File: src/rtl/branch_resolve_unit.sv
// branch_resolve_unit: ID-stage beq/bne resolution with MEM forwarding, load/ALU hazard stalls and branch counters
module branch_resolve_unit #(
    parameter int WIDTH = 32,
    parameter int RADDR = 5,
    parameter int CNTW  = 16
) (
    input  logic             clk,
    input  logic             rst,
    input  logic             i_branch_d,
    input  logic             i_bne_d,
    input  logic [RADDR-1:0] i_rs_d,
    input  logic [RADDR-1:0] i_rt_d,
    input  logic [WIDTH-1:0] i_rd1_d,
    input  logic [WIDTH-1:0] i_rd2_d,
    input  logic [WIDTH-1:0] i_imm_d,
    input  logic [WIDTH-1:0] i_pc_plus4_d,
    input  logic             i_regwrite_e,
    input  logic             i_memtoreg_e,
    input  logic [RADDR-1:0] i_writereg_e,
    input  logic             i_regwrite_m,
    input  logic             i_memtoreg_m,
    input  logic [RADDR-1:0] i_writereg_m,
    input  logic [WIDTH-1:0] i_aluout_m,
    output logic             o_stall_f,
    output logic             o_stall_d,
    output logic             o_flush_e,
    output logic             o_pcsrc_d,
    output logic             o_flush_d,
    output logic [WIDTH-1:0] o_pc_branch_d,
    output logic [CNTW-1:0]  o_branch_cnt,
    output logic [CNTW-1:0]  o_taken_cnt
);
    typedef enum logic {IDLE, HOLD} state_t;
    localparam logic [CNTW-1:0] CNT_MAX = {CNTW{1'b1}};
    state_t           r_state, w_state_next;
    logic [1:0]       r_cnt, w_cnt_next, w_need;
    logic [CNTW-1:0]  r_branch_cnt, r_taken_cnt;
    logic [WIDTH-1:0] w_a, w_b;
    logic             w_fwd_m, w_hz_e, w_hz_m, w_stall, w_taken, w_resolve;
    assign w_fwd_m = i_regwrite_m & ~i_memtoreg_m & (i_writereg_m != '0);
    assign w_a = (w_fwd_m & (i_writereg_m == i_rs_d)) ? i_aluout_m : i_rd1_d;
    assign w_b = (w_fwd_m & (i_writereg_m == i_rt_d)) ? i_aluout_m : i_rd2_d;
    assign w_hz_e = i_branch_d & i_regwrite_e & (i_writereg_e != '0) &
                    ((i_writereg_e == i_rs_d) | (i_writereg_e == i_rt_d));
    assign w_hz_m = i_branch_d & i_regwrite_m & i_memtoreg_m & (i_writereg_m != '0) &
                    ((i_writereg_m == i_rs_d) | (i_writereg_m == i_rt_d));
    assign w_need = (w_hz_e & i_memtoreg_e) ? 2'd2 : (w_hz_e | w_hz_m) ? 2'd1 : 2'd0;
    assign o_pc_branch_d = i_pc_plus4_d + {i_imm_d[WIDTH-3:0], 2'b00};
    assign o_stall_f = w_stall;
    assign o_stall_d = w_stall;
    assign o_flush_e = w_stall;
    assign o_pcsrc_d = w_taken;
    assign o_flush_d = w_taken;
    assign o_branch_cnt = r_branch_cnt;
    assign o_taken_cnt = r_taken_cnt;
    // stall/resolve decision and next state; a branch resolves only in a hazard-free IDLE cycle
    always_comb begin
        w_state_next = r_state;
        w_cnt_next = r_cnt;
        w_stall = 1'b0;
        w_taken = 1'b0;
        w_resolve = 1'b0;
        if (r_state == HOLD) begin
            w_stall = 1'b1;
            w_cnt_next = r_cnt - 2'd1;
            w_state_next = (r_cnt == 2'd1) ? IDLE : HOLD;
        end else if (w_need != 2'd0) begin
            w_stall = 1'b1;
            w_state_next = (w_need == 2'd2) ? HOLD : IDLE;
            w_cnt_next = (w_need == 2'd2) ? 2'd1 : r_cnt;
        end else begin
            w_resolve = i_branch_d;
            w_taken = i_branch_d & ((w_a == w_b) ^ i_bne_d);
        end
    end
    // state, hold counter and saturating performance counters
    always_ff @(posedge clk) begin
        if (rst) begin
            r_state <= IDLE;
            r_cnt <= 2'd0;
            r_branch_cnt <= '0;
            r_taken_cnt <= '0;
        end else begin
            r_state <= w_state_next;
            r_cnt <= w_cnt_next;
            if (w_resolve && r_branch_cnt != CNT_MAX) r_branch_cnt <= r_branch_cnt + 1'b1;
            if (w_taken && r_taken_cnt != CNT_MAX) r_taken_cnt <= r_taken_cnt + 1'b1;
        end
    end
endmodule

File: config.mk
export PLATFORM = sky130hd
export DESIGN_NAME = branch_resolve_unit
export DESIGN_NICKNAME = d
export VERILOG_FILES = /design/src/rtl/branch_resolve_unit.sv
export SDC_FILE = /design/constraint.sdc
export NUM_CORES = 1
export LEC_CHECK = 0
export ABC_AREA = 1
export CAP_MARGIN = 20
export CORE_UTILIZATION = 44
export DETAILED_ROUTE_END_ITERATION = 10
export PLACE_DENSITY = 0.93
export SYNTH_ARGS = -nofsm -noshare
export SYNTH_HDL_FRONTEND = slang
export SYNTH_SLANG_ARGS = --single-unit
File: constraint.sdc
create_clock -name clk -period 4.6 [get_ports clk]
set_clock_uncertainty 0.2 [all_clocks]
set_input_delay 0.92 -clock clk [delete_from_list [all_inputs] [get_ports clk]]
set_output_delay 0.92 -clock clk [all_outputs]
set_load 0.1 [all_outputs]
==> flow_summary.toml <==
[floorplanning]
core_area_sq_um = 13240
die_y_um = 118.5
boundaryPins = 257
die_area_sq_um = 14030
fp.dieW_um = 118.5
rows = 42
start_util = 0.4507

[run_status]
status = "finished with violations"
violations = "negative setup slack"

[synth]
yosysWarningCount = 0
syn_avg_cell_area_sq_um = 5.421
synth.most_common_cell = "nand2_1"
yosys_register_bits = 35
async_flop_share = 0
yosys-top-cells-area = "nand2_1 (27%), dfxtp_1 (12%), nand3_1 (9.8%), inv_1 (8.6%), ha_1 (6.7%)"
synth_flop_cell = "dfxtp_1"
synthCells = 1101
syn-num-nets = 1322
synth_edf_count = 0
synth_top_cell_area_share = 0.2742
yosys.area.top_type = "nand2_1"
synth.distinct_cells = 44
ys_seq_area_frac = 0.1174
yosys-top-cells-count = "nand2_1 (436), inv_1 (137), nand3_1 (117)"
netlist_area_sq_um = 5968

[setup_path]
end_kind = "output pin"
startpoint = "i_imm_d[19]"
start_kind = "input pin"
crit_path_max_fanout = 2
r2r-start = "o_taken_cnt[0]"
r2r_slack_ns = 2.00
critPathArrivalTime_ns = 4.10
worstPathRequired_ns = 3.48
crit_type = "input pin to output pin"

[finish]
final_core_util = 0.8173
final_cell_area_sq_um = 10820
finalNonFillerCells = 1621
fill_cells = 762
drive_gt1_frac = 0.2057
area_delta_synth_final_pct = 81.34
fin_nets = 1660

[power]
p_leak_nw = 5.347
power_mw = 2.233
max-vdd-ir-drop_v = 0.0002870
p_per_area_nw_per_um2 = 206.3

[clock_tree]
htreeDepth = 2
cts_tree = "built"
clkLatencyLatePin_ns = 0.28
clock_path_buffers = 2
clock_sinks = 35
cts_root_buffer = "clkbuf_16"
clkSlewWorstSetupHoldPaths_ns = 0.05
hold_buffers = 0
cts_buffers = 5

[placed_design]
place.gp.congestion = 0.9254
port_buffers = 250
dp_hpwl_um = 17540
dp_cells = 1570
placed_cell_area_sq_um = 9713
pre_cts_ws_ns = -0.4248

[detailed_routing]
drtIter0Drc = 1083
wl_per_cell_um = 17.90
vias = 9274
ant_nets = 0
drc = 0
dr.pass1.iters = 6
viasPerCell = 5.721
drt_wl_total_um = 29020

[sta]
final_hold_viol_count = 0
fin_crit_ns = 5.220
finalSetupViolations = 4
setup_ws_ns = -0.6195
tightest_slew_ns = 1.013
drv_slew = 0
max-slew-margin-rel = 0.3228
timing.final.crit_share = 1.135
clock.fmax_ghz = 0.1916
rsz0062_at_grt = "true"

[hold_path]
min_from = "r_cnt[1]"
hp-class = "flip-flop to flip-flop"

[global_routing]
grt_pass1_wl_um = 39320
grt.total_usage = 0.3408
antenna_found_initial = 5
grt_max_degree = 26
grt_pass1_vias = 8378
grt_overflow = 0

[job]
maxCapViolCount = 0
==> layer usage <==
layer  global-route usage  share of wire  up-vias
met5                    0              0        -
li1                     -              -     4168
met2               0.6228           0.48      721
met3              0.05695           0.10      234
met1               0.3709           0.34     4151
met4               0.1922          0.081        0
==> layout make-up <==
cell class	instances	area (sq um)	area share
multi-input cells	875	5051	0.4667
clock inverters	1	5.005	0.0004624
flip-flops and latches	35	700.7	0.06474
well taps	176	220.2	0.02035
repair buffers	377	4148	0.3832
diodes	6	15.01	0.001387
inverters	145	544.3	0.05029
clock buffers	6	138.9	0.01283
==> sequential cells by signal, summed over array words and instances (netlist names) <==
register,count
r_state,1
o_branch_cnt,16
r_cnt,2
o_taken_cnt,16
==> through the flow <==
step	hold WS (ns)	setup TNS, ns
3_5_place_dp	0.2598	-3.039
4_1_cts	0.2674	-0.004654
6_report	0.2634	-1.139
5_1_grt	0.3126	-2.315
2_1_floorplan	0.2389	-1.298
3_3_place_gp	0.2496	-1.799
==> cell families after synthesis <==
logic type               Yosys count  synth area share
AND/OR/NAND/NOR                  651            0.4614
adder cells (fa/ha/maj)           33           0.07044
XOR/XNOR                          68           0.09979
flip-flops                        35            0.1174
AO/OA/AOI/OAI                    123            0.1134
buffers and inverters            191            0.1375
==> timing repair <==
item                                    4_1_cts  5_1_grt
gates cloned                                  4        6
endpoints found under the setup margin       14       15
setup buffers                                20        8
pin swaps                                    32       64
gates resized for setup                      58      118
endpoints found under the hold margin         0        0
==> worst paths after layout <==
path | cells past startpoint | to
hold / removal | 2 | r_cnt[1]
setup / recovery | 11 | o_pc_branch_d[30]
setup reg to reg | 9 | o_taken_cnt[4]
hold reg to reg | 2 | r_cnt[1]
==> critical path, stage by stage <==
cell and delay (ns):
clkdlybuf4s50_1 0.44, ha_1 0.34, a21oi_2 0.22, o21ai_1 0.15
a2111oi_2 0.78, o211ai_1 0.33, a21oi_2 0.25, nor2_1 0.07
nor2_2 0.20, xor2_4 0.19, buf_12 0.19
==> power by group <==
group / switching (mW) / total, mW / internal, mW / leakage (nW)
registers: 0.00442 / 0.311 / 0.307 / 0.283
clock network: 0.123 / 0.334 / 0.211 / 0.0728
logic: 0.954 / 1.59 / 0.634 / 4.99
total: 1.08 / 2.23 / 1.15 / 5.35
==> cell usage in the layout (no fill, tap or decap), types with 26 or more instances in the layout <==
cell type        netlist  layout
a21oi_1               61      50
buf_12                 0      45
buf_4                 11     101
clkdlybuf4s50_1        0     175
dfxtp_1               35      35
inv_1                137     134
nand2_1              436     415
nand3_1              117     112
nor2_1                53      48
xnor2_1               30      26
No activity file was read; power rests on OpenSTA's default activity.
